File: src/rtl/hpdcache_pkg.sv
// Shared memory-response definitions: response codes and upsizer geometry helper.
package hpdcache_pkg;

  localparam logic [1:0] HPDCACHE_MEM_RESP_OK  = 2'b00;
  localparam logic [1:0] HPDCACHE_MEM_RESP_NOK = 2'b01;

  // Geometry of a narrow-to-wide upsizer: lanes per wide word and lane counter width
  typedef struct packed {
    logic [31:0] ratio;
    logic [31:0] cnt_width;
  } hpdcache_upsize_cfg_t;

  function automatic hpdcache_upsize_cfg_t hpdcache_upsize_cfg(
    input int unsigned narrow_width,
    input int unsigned wide_width
  );
    hpdcache_upsize_cfg_t cfg;
    cfg.ratio     = 32'(wide_width / narrow_width);
    cfg.cnt_width = (cfg.ratio > 32'd1) ? 32'($clog2(cfg.ratio)) : 32'd1;
    return cfg;
  endfunction

endpackage

File: src/rtl/hpdcache_mem_resp_read_upsizer.sv
// Packs narrow memory read-response beats into full-width beats for the cache.
// Ports:
//   clk_i, rst_ni                 clock, async active-low reset
//   nrw_valid_i/nrw_ready_o       narrow beat handshake (ready is combinational)
//   nrw_data_i/id_i/error_i/last_i narrow beat payload
//   wide_valid_o/wide_ready_i     wide response handshake (registered output)
//   wide_data_o/id_o/error_o/last_o wide response payload
module hpdcache_mem_resp_read_upsizer
  import hpdcache_pkg::*;
#(
  parameter int unsigned NarrowWidth = 128,
  parameter int unsigned WideWidth   = 512,
  parameter int unsigned IdWidth     = 7
) (
  input  logic                   clk_i,
  input  logic                   rst_ni,
  input  logic                   nrw_valid_i,
  output logic                   nrw_ready_o,
  input  logic [NarrowWidth-1:0] nrw_data_i,
  input  logic [IdWidth-1:0]     nrw_id_i,
  input  logic [1:0]             nrw_error_i,
  input  logic                   nrw_last_i,
  output logic                   wide_valid_o,
  input  logic                   wide_ready_i,
  output logic [WideWidth-1:0]   wide_data_o,
  output logic [IdWidth-1:0]     wide_id_o,
  output logic [1:0]             wide_error_o,
  output logic                   wide_last_o
);

  localparam hpdcache_upsize_cfg_t Cfg = hpdcache_upsize_cfg(NarrowWidth, WideWidth);
  localparam int unsigned Ratio    = Cfg.ratio;
  localparam int unsigned CntWidth = Cfg.cnt_width;
  localparam logic [CntWidth-1:0] LastLane = CntWidth'(Ratio - 1);

  // Parameter legality
  if ((NarrowWidth < 8) || ((NarrowWidth & (NarrowWidth - 1)) != 0)) begin : g_bad_narrow
    $error("NarrowWidth must be a power of two and at least 8");
  end
  if ((WideWidth < NarrowWidth) || ((WideWidth % NarrowWidth) != 0) ||
      ((Ratio & (Ratio - 1)) != 0)) begin : g_bad_wide
    $error("WideWidth must be a power-of-two multiple of NarrowWidth");
  end

  logic [CntWidth-1:0]  cnt_q;
  logic [WideWidth-1:0] acc_q;
  logic [IdWidth-1:0]   id_q;
  logic [1:0]           err_q;

  logic                 completing_c;
  logic                 accept_c;
  logic [WideWidth-1:0] merged_data_c;
  logic [IdWidth-1:0]   merged_id_c;
  logic [1:0]           merged_err_c;

  assign completing_c = (cnt_q == LastLane) || nrw_last_i;
  // Only a completing beat needs room in the output register
  assign nrw_ready_o  = !completing_c || !wide_valid_o || wide_ready_i;
  assign accept_c     = nrw_valid_i && nrw_ready_o;

  // Accumulator with the current beat dropped into lane cnt_q; upper lanes stay zero
  always_comb begin
    merged_data_c = acc_q;
    for (int unsigned l = 0; l < Ratio; l++) begin
      if (CntWidth'(l) == cnt_q) begin
        merged_data_c[l*NarrowWidth +: NarrowWidth] = nrw_data_i;
      end
    end
  end

  assign merged_id_c  = (cnt_q == '0) ? nrw_id_i : id_q;
  // First non-OK code of the word wins
  assign merged_err_c = (err_q == HPDCACHE_MEM_RESP_OK) ? nrw_error_i : err_q;

  // Lane accumulation and output register
  always_ff @(posedge clk_i or negedge rst_ni) begin
    if (!rst_ni) begin
      cnt_q        <= '0;
      acc_q        <= '0;
      id_q         <= '0;
      err_q        <= HPDCACHE_MEM_RESP_OK;
      wide_valid_o <= 1'b0;
      wide_data_o  <= '0;
      wide_id_o    <= '0;
      wide_error_o <= HPDCACHE_MEM_RESP_OK;
      wide_last_o  <= 1'b0;
    end else begin
      if (wide_valid_o && wide_ready_i) begin
        wide_valid_o <= 1'b0;
      end
      if (accept_c) begin
        if (completing_c) begin
          wide_valid_o <= 1'b1;
          wide_data_o  <= merged_data_c;
          wide_id_o    <= merged_id_c;
          wide_error_o <= merged_err_c;
          wide_last_o  <= nrw_last_i;
          cnt_q        <= '0;
          acc_q        <= '0;
          err_q        <= HPDCACHE_MEM_RESP_OK;
        end else begin
          acc_q <= merged_data_c;
          cnt_q <= cnt_q + CntWidth'(1);
          id_q  <= merged_id_c;
          err_q <= merged_err_c;
        end
      end
    end
  end

  // The ID must not change within a word
  a_id_stable : assert property (@(posedge clk_i) disable iff (!rst_ni)
    (nrw_valid_i && nrw_ready_o && (cnt_q != '0)) |-> (nrw_id_i == id_q))
    else $error("upsizer: ID changed in the middle of a word");

endmodule

File: config.mk
export PLATFORM = sky130hd
export DESIGN_NAME = hpdcache_mem_resp_read_upsizer
export DESIGN_NICKNAME = d
export VERILOG_FILES = /design/src/rtl/hpdcache_pkg.sv /design/src/rtl/hpdcache_mem_resp_read_upsizer.sv
export SDC_FILE = /design/constraint.sdc
export NUM_CORES = 1
export LEC_CHECK = 0
export CORE_UTILIZATION = 40
export CTS_BUF_LIST = sky130_fd_sc_hd__clkbuf_4 sky130_fd_sc_hd__clkbuf_8
export DETAILED_ROUTE_END_ITERATION = 6
export MAX_ROUTING_LAYER = met4
export PLACE_DENSITY = 0.65
export SETUP_SLACK_MARGIN = 0.1
export SYNTH_ARGS = -nofsm -noshare
export SYNTH_HDL_FRONTEND = slang
export SYNTH_SLANG_ARGS = --single-unit
File: constraint.sdc
create_clock -name clk_i -period 3.8 [get_ports clk_i]
set_input_delay 0.57 -clock clk_i [delete_from_list [all_inputs] [get_ports clk_i]]
set_output_delay 0.57 -clock clk_i [all_outputs]
set_load 0.05 [all_outputs]
## Word level (Yosys, flattened, before mapping)

Cells that the tools add are included.

| operators by class | value |
|---|---|
| reductions and logical operators | 11 |
| bitwise operators | 1 |
| multiplexer cells | 12 |
| eq/ne operators | 4 |
| $add $sub $neg | 1 |

Operators with widths:

| cell | count |
|---|---|
| $mux W128 | 4 |
| $mux W512 | 1 |
| $mux W7 | 1 |
| $mux W2 | 3 |
| $eq A2 B2 Y1 const A | 2 |
| $logic_not A2 Y1 | 2 |
| $reduce_and A2 Y1 | 2 |
| $logic_or A1 B1 Y1 | 3 |
| $mux W1 | 3 |
| $add A2 B1 Y2 const B | 1 |
| $eq A1 B2 Y1 const A | 1 |
| $eq A2 B2 Y1 const B | 1 |
| $logic_and A1 B1 Y1 | 2 |
| $logic_not A1 Y1 | 2 |
| $not A1 Y1 | 1 |

| storage, ports and cells | value |
|---|---|
| input bits | 142 |
| logic and storage cells | 38 |
| output and inout bits | 524 |
| flip-flop bits (word level) | 1,046 |

## Depth between registers and ports, before layout

Gate-level depths: netlist (run 1).

| logic depth | value |
|---|---|
| word-level depth | 7 |
| depth in mapped cells | 8 |
| mapped depth without buffers | 5 |

## Worst setup path after synthesis (run 1)

No wires, ideal clock.

| path | value |
|---|---|
| path kind | register -> register |
| start | reg cnt_q[0] |
| end | reg wide_data_o[100] |
| stages on the path, launching flop included | 8 |
| path buffers | 3 |
| data required time | 3,675 ps |
| library setup time | 125 ps |
| arrival | 1,950 ps |
| clock period less this slack | 2,074 ps |
| slack | 1,726 ps |
| cell sequence | dfrtp_1 inv_1 ha_1 buf_2 buf_2 clkbuf_1 mux2_2 mux2_2 |

| between the ends | value |
|---|---|
| cells in the longest elaborated chain, start to end | 7 |
| elaborated cells on any way between the ends | 9 |
| classes of those cells | 1 x eq/ne; 1 x mux; 7 x reduce/logical |

Ends and longest elaborated chain:

| item | RTL line | source |
|---|---|---|
| start, declared | hpdcache_mem_resp_read_upsizer.sv:45 | `logic [CntWidth-1:0] cnt_q;` |
| start signal, assigned | hpdcache_mem_resp_read_upsizer.sv:103 | `cnt_q <= cnt_q + CntWidth'(1);` |
| $eq A2 B2 Y1 | hpdcache_mem_resp_read_upsizer.sv:56 | `assign completing_c = (cnt_q == LastLane) \|\| nrw_last_i;` |
| $logic_or A1 B1 Y1 | hpdcache_mem_resp_read_upsizer.sv:56 |  |
| $logic_not A1 Y1 | hpdcache_mem_resp_read_upsizer.sv:58 | `assign nrw_ready_o = !completing_c \|\| !wide_valid_o \|\| wide_ready_i;` |
| $logic_or A1 B1 Y1 (2 in series) | hpdcache_mem_resp_read_upsizer.sv:58 |  |
| $logic_and A1 B1 Y1 | hpdcache_mem_resp_read_upsizer.sv:59 | `assign accept_c = nrw_valid_i && nrw_ready_o;` |
| $reduce_and A2 Y1 (no line) | - |  |
| end signal, assigned | hpdcache_mem_resp_read_upsizer.sv:94 | `wide_data_o <= merged_data_c;` |
| end, declared | hpdcache_mem_resp_read_upsizer.sv:25 | `output logic [WideWidth-1:0] wide_data_o,` |

Parallel ways exist; a longest one is shown, timed or not.
A chain may end at the register's enable or synchronous reset.

## Final worst setup path (run 1)

| path | value |
|---|---|
| start | reg cnt_q[0] |
| end | out nrw_ready_o |

| between the ends | value |
|---|---|
| cells in the longest elaborated chain, start to end | 5 |

Ends and longest elaborated chain:

| item | RTL line | source |
|---|---|---|
| $eq A2 B2 Y1 | hpdcache_mem_resp_read_upsizer.sv:56 |  |
| $logic_or A1 B1 Y1 | hpdcache_mem_resp_read_upsizer.sv:56 |  |
| $logic_not A1 Y1 | hpdcache_mem_resp_read_upsizer.sv:58 |  |
| $logic_or A1 B1 Y1 (2 in series) | hpdcache_mem_resp_read_upsizer.sv:58 |  |
| end, declared | hpdcache_mem_resp_read_upsizer.sv:18 | `output logic nrw_ready_o,` |

No other way between the ends.

==> results of run 1 <==
-- timing repair --
| action | 4_1_cts | 5_1_grt |
|---|---|---|
| hold endpoints to repair | 41 | 0 |
| hold buffers | 1 | 0 |
| setup endpoints to repair | 0 | 0 |
| buffers inserted | 0 | 0 |
| resized for setup | 0 | 0 |
-- cells in the mapped netlist --
cell type,count
clkbuf_1,57
or4b_1,3
o211ai_2,2
mux2_2,1034
o21a_1,1
ha_1,4
dfrtp_1,1046
nor2_1,2
inv_1,4
mux2i_1,2
buf_6,44
buf_1,6
buf_2,60
nor3b_2,1
mux2_1,11
nand3b_4,1
buf_4,48
nor2_2,1
nand2b_1,1
nand2_1,3
nor2b_1,2
or2_2,1
o211ai_1,1
o21ai_0,2
and2_1,131
a22o_1,387
clkbuf_2,2
-- registers in the layout (all words and copies together) (netlist names) --
name / flops
acc_q: 512
wide_data_o: 512
id_q: 7
wide_id_o: 7
cnt_q: 2
err_q: 2
wide_error_o: 2
wide_last_o: 1
wide_valid_o: 1
-- cells by family after synthesis --
| logic type | count (synthesis) | share of synthesized area, % |
|---|---|---|
| multiplexers | 1047 | 26.9 |
| flip-flops | 1046 | 59.8 |
| AO/OA/AOI/OAI | 393 | 7.85 |
| adder cells (fa/ha/maj) | 4 | 0.114 |
| buffers and inverters | 221 | 3.24 |
| AND/OR/NAND/NOR | 146 | 2.13 |
-- power breakdown --
part           leakage, nW  switching (mW)  internal (mW)
clock network         2.01            4.65           6.02
registers             14.1            1.35           13.1
logic                 10.1            8.51           5.33
total                 26.2            14.5           24.5
-- stage by stage --
stage | total power [mW] | instances | util [%]
after global placement | 28.5 | 4788 | 47.7
after floorplan | 23.3 | 2857 | -
after detailed placement | 28.6 | 4788 | 47.7
after CTS | 39.4 | 5104 | 51.2
after global routing | 40.6 | 5115 | 51.2
final | 39.0 | 5115 | 51.2
-- area by class of cell --
cell class	instances	area (sq um)	area share, %
sequential	1046	26200	47.0
multi-input combinational	1590	16300	29.2
timing repair buffer	735	7640	13.7
clock buffer	294	3640	6.53
tap	1414	1770	3.18
clock inverter	21	153	0.274
antenna	11	27.5	0.0494
inverter	4	15.0	0.0270
-- layer usage --
layer | up-vias | wire [microns] | track usage, %
li1 | 11900 | - | -
met1 | 14200 | 55800 | 31.0
met2 | 844 | 54600 | 32.7
met3 | 166 | 9380 | 6.81
met4 | 0 | 2510 | 6.57
met5 | - | 0 | -
-- how the worst max path moves through the flow --
| stage | depth (start not counted) | from | to | slack [ns] |
|---|---|---|---|---|
| global route | 4 | cnt_q[0]$_DFFE_PN0P_ | nrw_ready_o | 0.18 |
| detailed placement | 5 | nrw_valid_i | acc_q[30]$_DFFE_PN0P_ | 0.71 |
| global placement | 5 | nrw_valid_i | acc_q[8]$_DFFE_PN0P_ | 0.81 |
| floorplan | 7 | cnt_q[0]$_DFFE_PN0P_ | wide_data_o[100]$_DFFE_PN0P_ | 1.73 |
| CTS | 4 | cnt_q[0]$_DFFE_PN0P_ | nrw_ready_o | 0.21 |
| finish | 4 | cnt_q[0]$_DFFE_PN0P_ | nrw_ready_o | 0.32 |
-- worst max-delay path, cell delays in order (launching register included) --
cell	delay, ns
dfrtp_1	0.44
ha_4	0.29
nor2_2	0.37
or2_2	0.18
clkdlybuf4s50_1	0.79
==> results.py, run 1 <==
metrics = {
    "cells_and_area": {
        "nFillCells": 9187,
        "layout_common_cells": "dfrtp_1, mux2_2, clkdlybuf4s50_1",
        "layout.nets": 3700,
        "area_growth_pct": 27.2,
        "layout_commonest_cell": "dfrtp_1",
        "layout-drive-gt1-share_pct": 38.8,
        "final_cell_area_sq_um": 55700,
    },
    "route": {
        "dr.pass1.iters": 5,
        "ant_nets": 0,
        "routed_wirelength_microns": 122000,
        "wl_per_cell_microns": 23.9,
        "avgViaCountPerCell": 5.31,
        "drc": 0,
        "vias": 27200,
        "first_iter_violations": 1568,
    },
    "timing": {
        "tns_ns": 0,
        "timing.hold.ws_ns": 0.331,
        "setup_slack_ns": 0.324,
        "period_needed_ns": 3.48,
        "clock_skew_ns": 0.0517,
        "setup_viol": 0,
        "maxSlewViolCount": 0,
        "max_slew_margin_pct": 33.1,
        "tightest_slew_ns": 1.00,
        "fin_crit_sh_pct": 91.5,
        "fmax_mhz": 288,
        "rsz0062_at_grt": "false",
        "hold_violations": 0,
    },
    "logic_synthesis": {
        "syn_avg_cell_area_sq_um": 15.3,
        "yosys_warnings": 0,
        "seq_area_frac_synth_pct": 59.8,
        "syn_inst": 2857,
        "synth_fp_nets": 3003,
        "synth.ff_latch_count": 1046,
        "netlist.area_leader.share_pct": 59.8,
        "synth_area_sq_um": 43800,
        "synth.distinct_cells": 27,
        "ys_top_cells_by_area": "dfrtp_1, mux2_2, a22o_1",
        "synth.largest_area_cell": "dfrtp_1",
    },
    "clock_network": {
        "clk_latency_ns": 0.86,
        "cts.sinks": 1046,
        "clk_pin_slew_ns": 0.06,
        "cts_root_buf": "clkbuf_8",
        "htree_levels": 4,
        "cts_buffers": 177,
        "clockBufferDepth": 3,
        "cts_tree": "built",
    },
    "placed_design": {
        "placed_cell_area_sq_um": 51900,
        "io_buffers": 665,
        "post-place-ws_ns": 0.712,
        "gp_congestion": 0.779,
        "dpl.hpwl_microns": 74600,
    },
    "pwr": {
        "ir_drop_mv": 0.367,
        "p_per_area_nw_per_um2": 700,
        "p_leak_nw": 26.2,
    },
    "die": {
        "die_w_microns": 333,
        "start_util_pct": 40.3,
        "pin_count": 666,
        "die-area_sq_um": 111000,
        "coreArea_sq_um": 109000,
        "die_y_microns": 333,
        "core.rowCount": 121,
    },
    "critical_path": {
        "end_kind": "output pin",
        "worstRegToRegCells": 6,
        "crit_required_ns": 3.23,
        "r2r-end": "wide_data_o[393]$_DFFE_PN0P_",
        "arrival_ns": 2.91,
        "worstSetupPathType": "flip-flop to output pin",
        "path_max_fanout": 17,
        "r2r-start": "cnt_q[0]$_DFFE_PN0P_",
        "reg2reg_slack_ns": 1.15,
        "cp-start-kind": "flip-flop",
    },
    "global_route": {
        "grt_usage_pct": 22.7,
        "grt_pass1_vias": 28100,
        "grt_overflow_total": 0,
        "grt_pass1_wl_microns": 185000,
        "grt_max_degree": 128,
        "antenna_found_initial": 12,
    },
    "flow_run": {
        "cap_viol_max_count": 0,
    },
    "hold_path": {
        "hold_class": "input pin to asynchronous set/reset pin",
    },
    "outcome": {
        "status": "finished clean",
    },
}
No activity file was read; power rests on OpenSTA's default activity.
==> run 2: changes to the inputs <==
--- a/config.mk
+++ b/config.mk
@@ -5,11 +5,11 @@
 export SDC_FILE = /design/constraint.sdc
 export NUM_CORES = 1
 export LEC_CHECK = 0
-export CORE_UTILIZATION = 40
+export CORE_UTILIZATION = 45
 export CTS_BUF_LIST = sky130_fd_sc_hd__clkbuf_4 sky130_fd_sc_hd__clkbuf_8
 export DETAILED_ROUTE_END_ITERATION = 6
 export MAX_ROUTING_LAYER = met4
-export PLACE_DENSITY = 0.65
+export PLACE_DENSITY = 0.71
 export SETUP_SLACK_MARGIN = 0.1
 export SYNTH_ARGS = -nofsm -noshare
 export SYNTH_HDL_FRONTEND = slang
==> results.py, run 2 (synthesized netlist as in run 1, its figures left out) <==
metrics = {
    "outcome": {
        "status": "finished clean",
    },
    "die": {
        "die_y_microns": 314,
        "coreArea_sq_um": 96600,
        "die-area_sq_um": 98600,
        "die_w_microns": 314,
        "start_util_pct": 45.4,
        "pin_count": 666,
        "core.rowCount": 114,
    },
    "hold_path": {
        "hold_class": "input pin to flip-flop",
        "whs_endpoint": "id_q[3]$_DFFE_PN0P_",
        "min_from": "nrw_id_i[3]",
        "timing.hold.worst_path_depth": 2,
    },
    "critical_path": {
        "reg2reg_slack_ns": 1.08,
        "path_max_fanout": 7,
        "cp_slowest_stage_delay_ns": 0.79,
        "worstSetupPathType": "flip-flop to output pin",
        "arrival_ns": 2.85,
        "path_cells": "ha_4 -> nor2_2 -> or2_2 -> clkdlybuf4s50_1",
        "cp-start-kind": "flip-flop",
        "worstRegToRegCells": 6,
        "r2r-end": "acc_q[282]$_DFFE_PN0P_",
        "crit_required_ns": 3.23,
        "r2r-start": "cnt_q[0]$_DFFE_PN0P_",
        "cp_slowest_cell": "clkdlybuf4s50_1",
        "end_kind": "output pin",
    },
    "route": {
        "drc": 0,
        "avgViaCountPerCell": 5.51,
        "wl_per_cell_microns": 24.0,
        "first_iter_violations": 1571,
        "ant_nets": 0,
        "vias": 27400,
        "dr.pass1.iters": 5,
        "routed_wirelength_microns": 119000,
    },
    "placed_design": {
        "placed_cell_area_sq_um": 51800,
        "dpl.hpwl_microns": 74200,
        "gp_congestion": 0.818,
        "post-place-ws_ns": 0.725,
        "io_buffers": 665,
    },
    "global_route": {
        "grt_usage_pct": 25.0,
        "grt_max_degree": 128,
        "grt_overflow_total": 0,
        "grt_pass1_vias": 28500,
        "antenna_found_initial": 10,
        "grt_pass1_wl_microns": 182000,
    },
    "cells_and_area": {
        "nFillCells": 7690,
        "area_growth_pct": 26.9,
        "layout_common_cells": "dfrtp_1, mux2_2, clkdlybuf4s50_1",
        "layout-drive-gt1-share_pct": 38.9,
        "layout_commonest_cell": "dfrtp_1",
        "layout.nets": 3709,
        "reg_top3": "acc_q (512), wide_data_o (512)",
        "regArea_sq_um": 26200,
        "final_cell_area_sq_um": 55600,
        "multi_input_area_sq_um": 16300,
    },
    "timing": {
        "hold_violations": 0,
        "max_slew_margin_pct": 34.0,
        "tns_ns": 0,
        "setup_slack_ns": 0.382,
        "fmax_mhz": 293,
        "clock_skew_ns": 0.0298,
        "period_needed_ns": 3.42,
        "tightest_slew_ns": 0.991,
        "maxSlewViolCount": 0,
        "rsz0062_at_grt": "false",
        "fin_crit_sh_pct": 89.9,
        "setup_viol": 0,
    },
    "pwr": {
        "p_per_area_nw_per_um2": 699,
        "p_leak_nw": 26.2,
        "ir_drop_mv": 0.446,
    },
    "clock_network": {
        "cts_root_buf": "clkbuf_8",
        "cts_buffers": 173,
        "clk_latency_ns": 0.84,
        "cts_resized": 0,
        "cts.sinks": 1046,
        "cts_tree": "built",
        "htree_levels": 4,
        "clk_pin_slew_ns": 0.06,
        "clockBufferDepth": 3,
    },
    "flow_run": {
        "cap_viol_max_count": 0,
    },
}
## run 2: cell count changes in the layout (fill, tap and decap cells not counted)
cell,change
buf_12,+1
buf_4,+12
bufinv_16,+2
clkbuf_4,-9
clkbuf_8,-6
clkinv_8,-1
clkinvlp_4,+1
inv_6,+3
## run 2: critical path, delay by kind of cell (launching register included)
family,cells,cell delay (ns)
buffers and inverters,1,0.79
and+or+nand+nor,2,0.52
DFF,1,0.46
adders and majority gates,1,0.24
## run 2: report_power, final
group          internal [mW]  switching (mW)  total (mW)
combinational           5.34            8.48        13.8
clock                   5.94            4.62        10.6
sequential              13.1            1.34        14.5
total                   24.4            14.4        38.9
## run 2: stage by stage
stage               power (mW)  cells  hold slack, ns  util (%)
floorplan                 23.3   2857           0.274         -
finish                    38.9   4980           0.372      57.5
global route              40.4   4979           0.319      57.5
global placement          28.4   4663           0.464      53.7
CTS                       39.2   4969           0.267      57.5
detailed placement        28.5   4663           0.467      53.7
## run 2: area by class of cell
cell class | instances | area share (%)
repair buffers | 748 | 13.9
inverters | 4 | 0.0270
clock inverters | 26 | 0.414
well taps | 1276 | 2.87
multi-input cells | 1590 | 29.3
clock buffers | 279 | 6.28
flip-flops and latches | 1046 | 47.1
diodes | 11 | 0.0495
## run 2: worst max-delay path by stage
stage                                    start                      endpoint  slack [ns]  cells after the start
after floorplan           cnt_q[0]$_DFFE_PN0P_  wide_data_o[100]$_DFFE_PN0P_        1.73                      7
after global placement             nrw_valid_i         acc_q[89]$_DFFE_PN0P_        0.81                      5
after detailed placement           nrw_valid_i         acc_q[87]$_DFFE_PN0P_        0.72                      5
after CTS                 cnt_q[1]$_DFFE_PN0P_                   nrw_ready_o        0.27                      4
after global routing      cnt_q[0]$_DFFE_PN0P_                   nrw_ready_o        0.23                      4
final                     cnt_q[1]$_DFFE_PN0P_                   nrw_ready_o        0.38                      4
## run 2: timing repair
item | CTS | global route
endpoints found under the hold margin | 54 | 0
setup buffers | 0 | 0
hold buffers | 1 | 0
endpoints found under the setup margin | 0 | 0
## run 2: routing by layer
metal,up-vias,track usage (%),wire [microns]
li1,11900,-,-
met4,0,9.53,3950
met2,874,37.9,55700
met5,-,-,0
met3,228,5.81,7330
met1,14400,32.5,52300
==> run 3: changes to the inputs <==
--- a/config.mk
+++ b/config.mk
@@ -5,11 +5,12 @@
 export SDC_FILE = /design/constraint.sdc
 export NUM_CORES = 1
 export LEC_CHECK = 0
+export CORE_MARGIN = 1
 export CORE_UTILIZATION = 45
 export CTS_BUF_LIST = sky130_fd_sc_hd__clkbuf_4 sky130_fd_sc_hd__clkbuf_8
 export DETAILED_ROUTE_END_ITERATION = 6
 export MAX_ROUTING_LAYER = met4
-export PLACE_DENSITY = 0.71
+export PLACE_DENSITY = 0.68
 export SETUP_SLACK_MARGIN = 0.1
 export SYNTH_ARGS = -nofsm -noshare
 export SYNTH_HDL_FRONTEND = slang
==> results.py, run 3 (synthesized netlist as in run 1, its figures left out) <==
metrics = {
    "outcome": {
        "status": "finished clean",
    },
    "die": {
        "core.rowCount": 114,
        "die-area_sq_um": 98600,
        "pin_count": 666,
        "die_y_microns": 314,
        "start_util_pct": 45.4,
        "die_w_microns": 314,
        "coreArea_sq_um": 96600,
    },
    "timing": {
        "tightest_slew_ns": 0.979,
        "hold_violations": 0,
        "tns_ns": 0,
        "max_slew_margin_pct": 34.4,
        "fin_crit_sh_pct": 91.0,
        "period_needed_ns": 3.46,
        "rsz0062_at_grt": "false",
        "clock_skew_ns": 0.0400,
        "setup_viol": 0,
        "maxSlewViolCount": 0,
        "fmax_mhz": 289,
    },
    "clock_network": {
        "cts.sinks": 1046,
        "cts_buffers": 172,
        "clk_pin_slew_ns": 0.06,
        "cts_resized": 0,
        "clk_latency_ns": 0.88,
        "htree_levels": 4,
        "cts_root_buf": "clkbuf_8",
        "cts_tree": "built",
        "clockBufferDepth": 3,
        "postCtsHoldBufs": 1,
        "postCtsSetupRepairBufs": 0,
    },
    "global_route": {
        "grt_pass1_wl_microns": 185000,
        "grt_usage_pct": 25.3,
        "grt_pass1_vias": 29900,
        "grt_overflow_total": 0,
        "grt_max_degree": 139,
        "antenna_found_initial": 12,
    },
    "route": {
        "wl_per_cell_microns": 24.3,
        "wl_met2_microns": 57800,
        "dr.pass1.iters": 5,
        "avgViaCountPerCell": 5.52,
        "vias": 27500,
        "dr_wl_met3_microns": 7830,
        "first_iter_violations": 1540,
        "wl_met1_microns": 51300,
        "routed_wirelength_microns": 121000,
        "drc": 0,
        "maxUsedRoutingLayer": "met4",
        "ant_nets": 0,
    },
    "critical_path": {
        "worstSetupPathType": "flip-flop to output pin",
        "path_max_fanout": 9,
        "path_cells": "ha_4 -> nor2_2 -> or2_2 -> clkdlybuf4s50_1",
        "critical-path-top-delay-family": "buffers and inverters",
        "cp_slowest_cell": "clkdlybuf4s50_1",
        "cp-start-kind": "flip-flop",
        "crit_required_ns": 3.23,
        "arrival_ns": 2.89,
        "end_kind": "output pin",
        "critPathBufInv": 1,
        "cp_slowest_stage_delay_ns": 0.80,
    },
    "cells_and_area": {
        "final_cell_area_sq_um": 55600,
        "layout_common_cells": "dfrtp_1, mux2_2, clkdlybuf4s50_1",
        "reg_top3": "acc_q (512), wide_data_o (512)",
        "layout-drive-gt1-share_pct": 38.7,
        "layout.nets": 3696,
        "layout_commonest_cell": "dfrtp_1",
        "area_growth_pct": 27.0,
    },
    "pwr": {
        "ir_drop_mv": 0.558,
        "p_leak_nw": 26.3,
        "p_per_area_nw_per_um2": 705,
    },
    "hold_path": {
        "hold_class": "input pin to asynchronous set/reset pin",
    },
    "placed_design": {
        "placed_cell_area_sq_um": 51700,
        "gp_congestion": 0.825,
        "io_buffers": 665,
        "dpl.hpwl_microns": 75500,
    },
    "flow_run": {
        "cap_viol_max_count": 0,
    },
}
-- run 3: changes by cell type in the layout (fill, tap and decap cells not counted), sizes merged --
cell	previous run	this run
clkinvlp	8	3
bufinv	2	6
clkbuf	279	273
diode	11	17
buf	83	71
clkinv	10	17
-- run 3: stage by stage --
stage	power, mW	hold WS [ns]	cells	setup WS (ns)	util [%]
6_report	39.2	0.332	4974	0.343	57.6
3_3_place_gp	28.3	0.464	4651	0.803	53.6
5_1_grt	40.7	0.320	4972	0.225	57.6
2_1_floorplan	23.3	0.274	2857	1.73	-
3_5_place_dp	28.6	0.467	4651	0.765	53.6
4_1_cts	39.5	0.281	4957	0.259	57.6
-- run 3: per-layer routing --
metal  GRT usage (%)  up-vias
met5               -        -
met4            9.81        0
met3            6.53      225
met2            39.2      850
met1            31.9    14500
li1                -    11900
-- run 3: worst reg2reg max path, cell delays in order (launching register included) --
cell and delay [ns]:
dfrtp_1 0.46, inv_1 0.17, ha_4 0.35, or4b_1 0.58
o211ai_1 0.28, buf_12 0.37, a22o_1 0.38
-- run 3: path summary, 6_finish.rpt --
| check | depth (start not counted) | from | slack, ns | to |
|---|---|---|---|---|
| worst max-delay path | 4 | cnt_q[0]$_DFFE_PN0P_ | 0.34 | nrw_ready_o |
| worst min-delay path | 2 | rst_ni | 0.33 | acc_q[427]$_DFFE_PN0P_ |
| worst max register to register | 6 | cnt_q[0]$_DFFE_PN0P_ | 1.13 | acc_q[310]$_DFFE_PN0P_ |
| worst min register to register | 1 | acc_q[408]$_DFFE_PN0P_ | 0.48 | acc_q[408]$_DFFE_PN0P_ |
| max in group asynchronous | 3 | rst_ni | 2.25 | wide_data_o[292]$_DFFE_PN0P_ |
| min in group clk_i | 2 | nrw_id_i[5] | 0.37 | id_q[5]$_DFFE_PN0P_ |
-- run 3: cell type report --
cell class	count	area, sq um
inverters	4	15.0
fillers	7560	40900
clock buffers	273	3440
repair buffers	736	7680
well taps	1276	1600
multi-input cells	1590	16300
flip-flops and latches	1046	26200
diodes	17	42.5
clock inverters	32	404
-- run 3: power breakdown --
group	leakage (nW)	switching [mW]	internal (mW)
Sequential	14.1	1.39	13.1
Clock	2.03	4.65	6.17
Combinational	10.2	8.53	5.33
Total	26.3	14.6	24.6
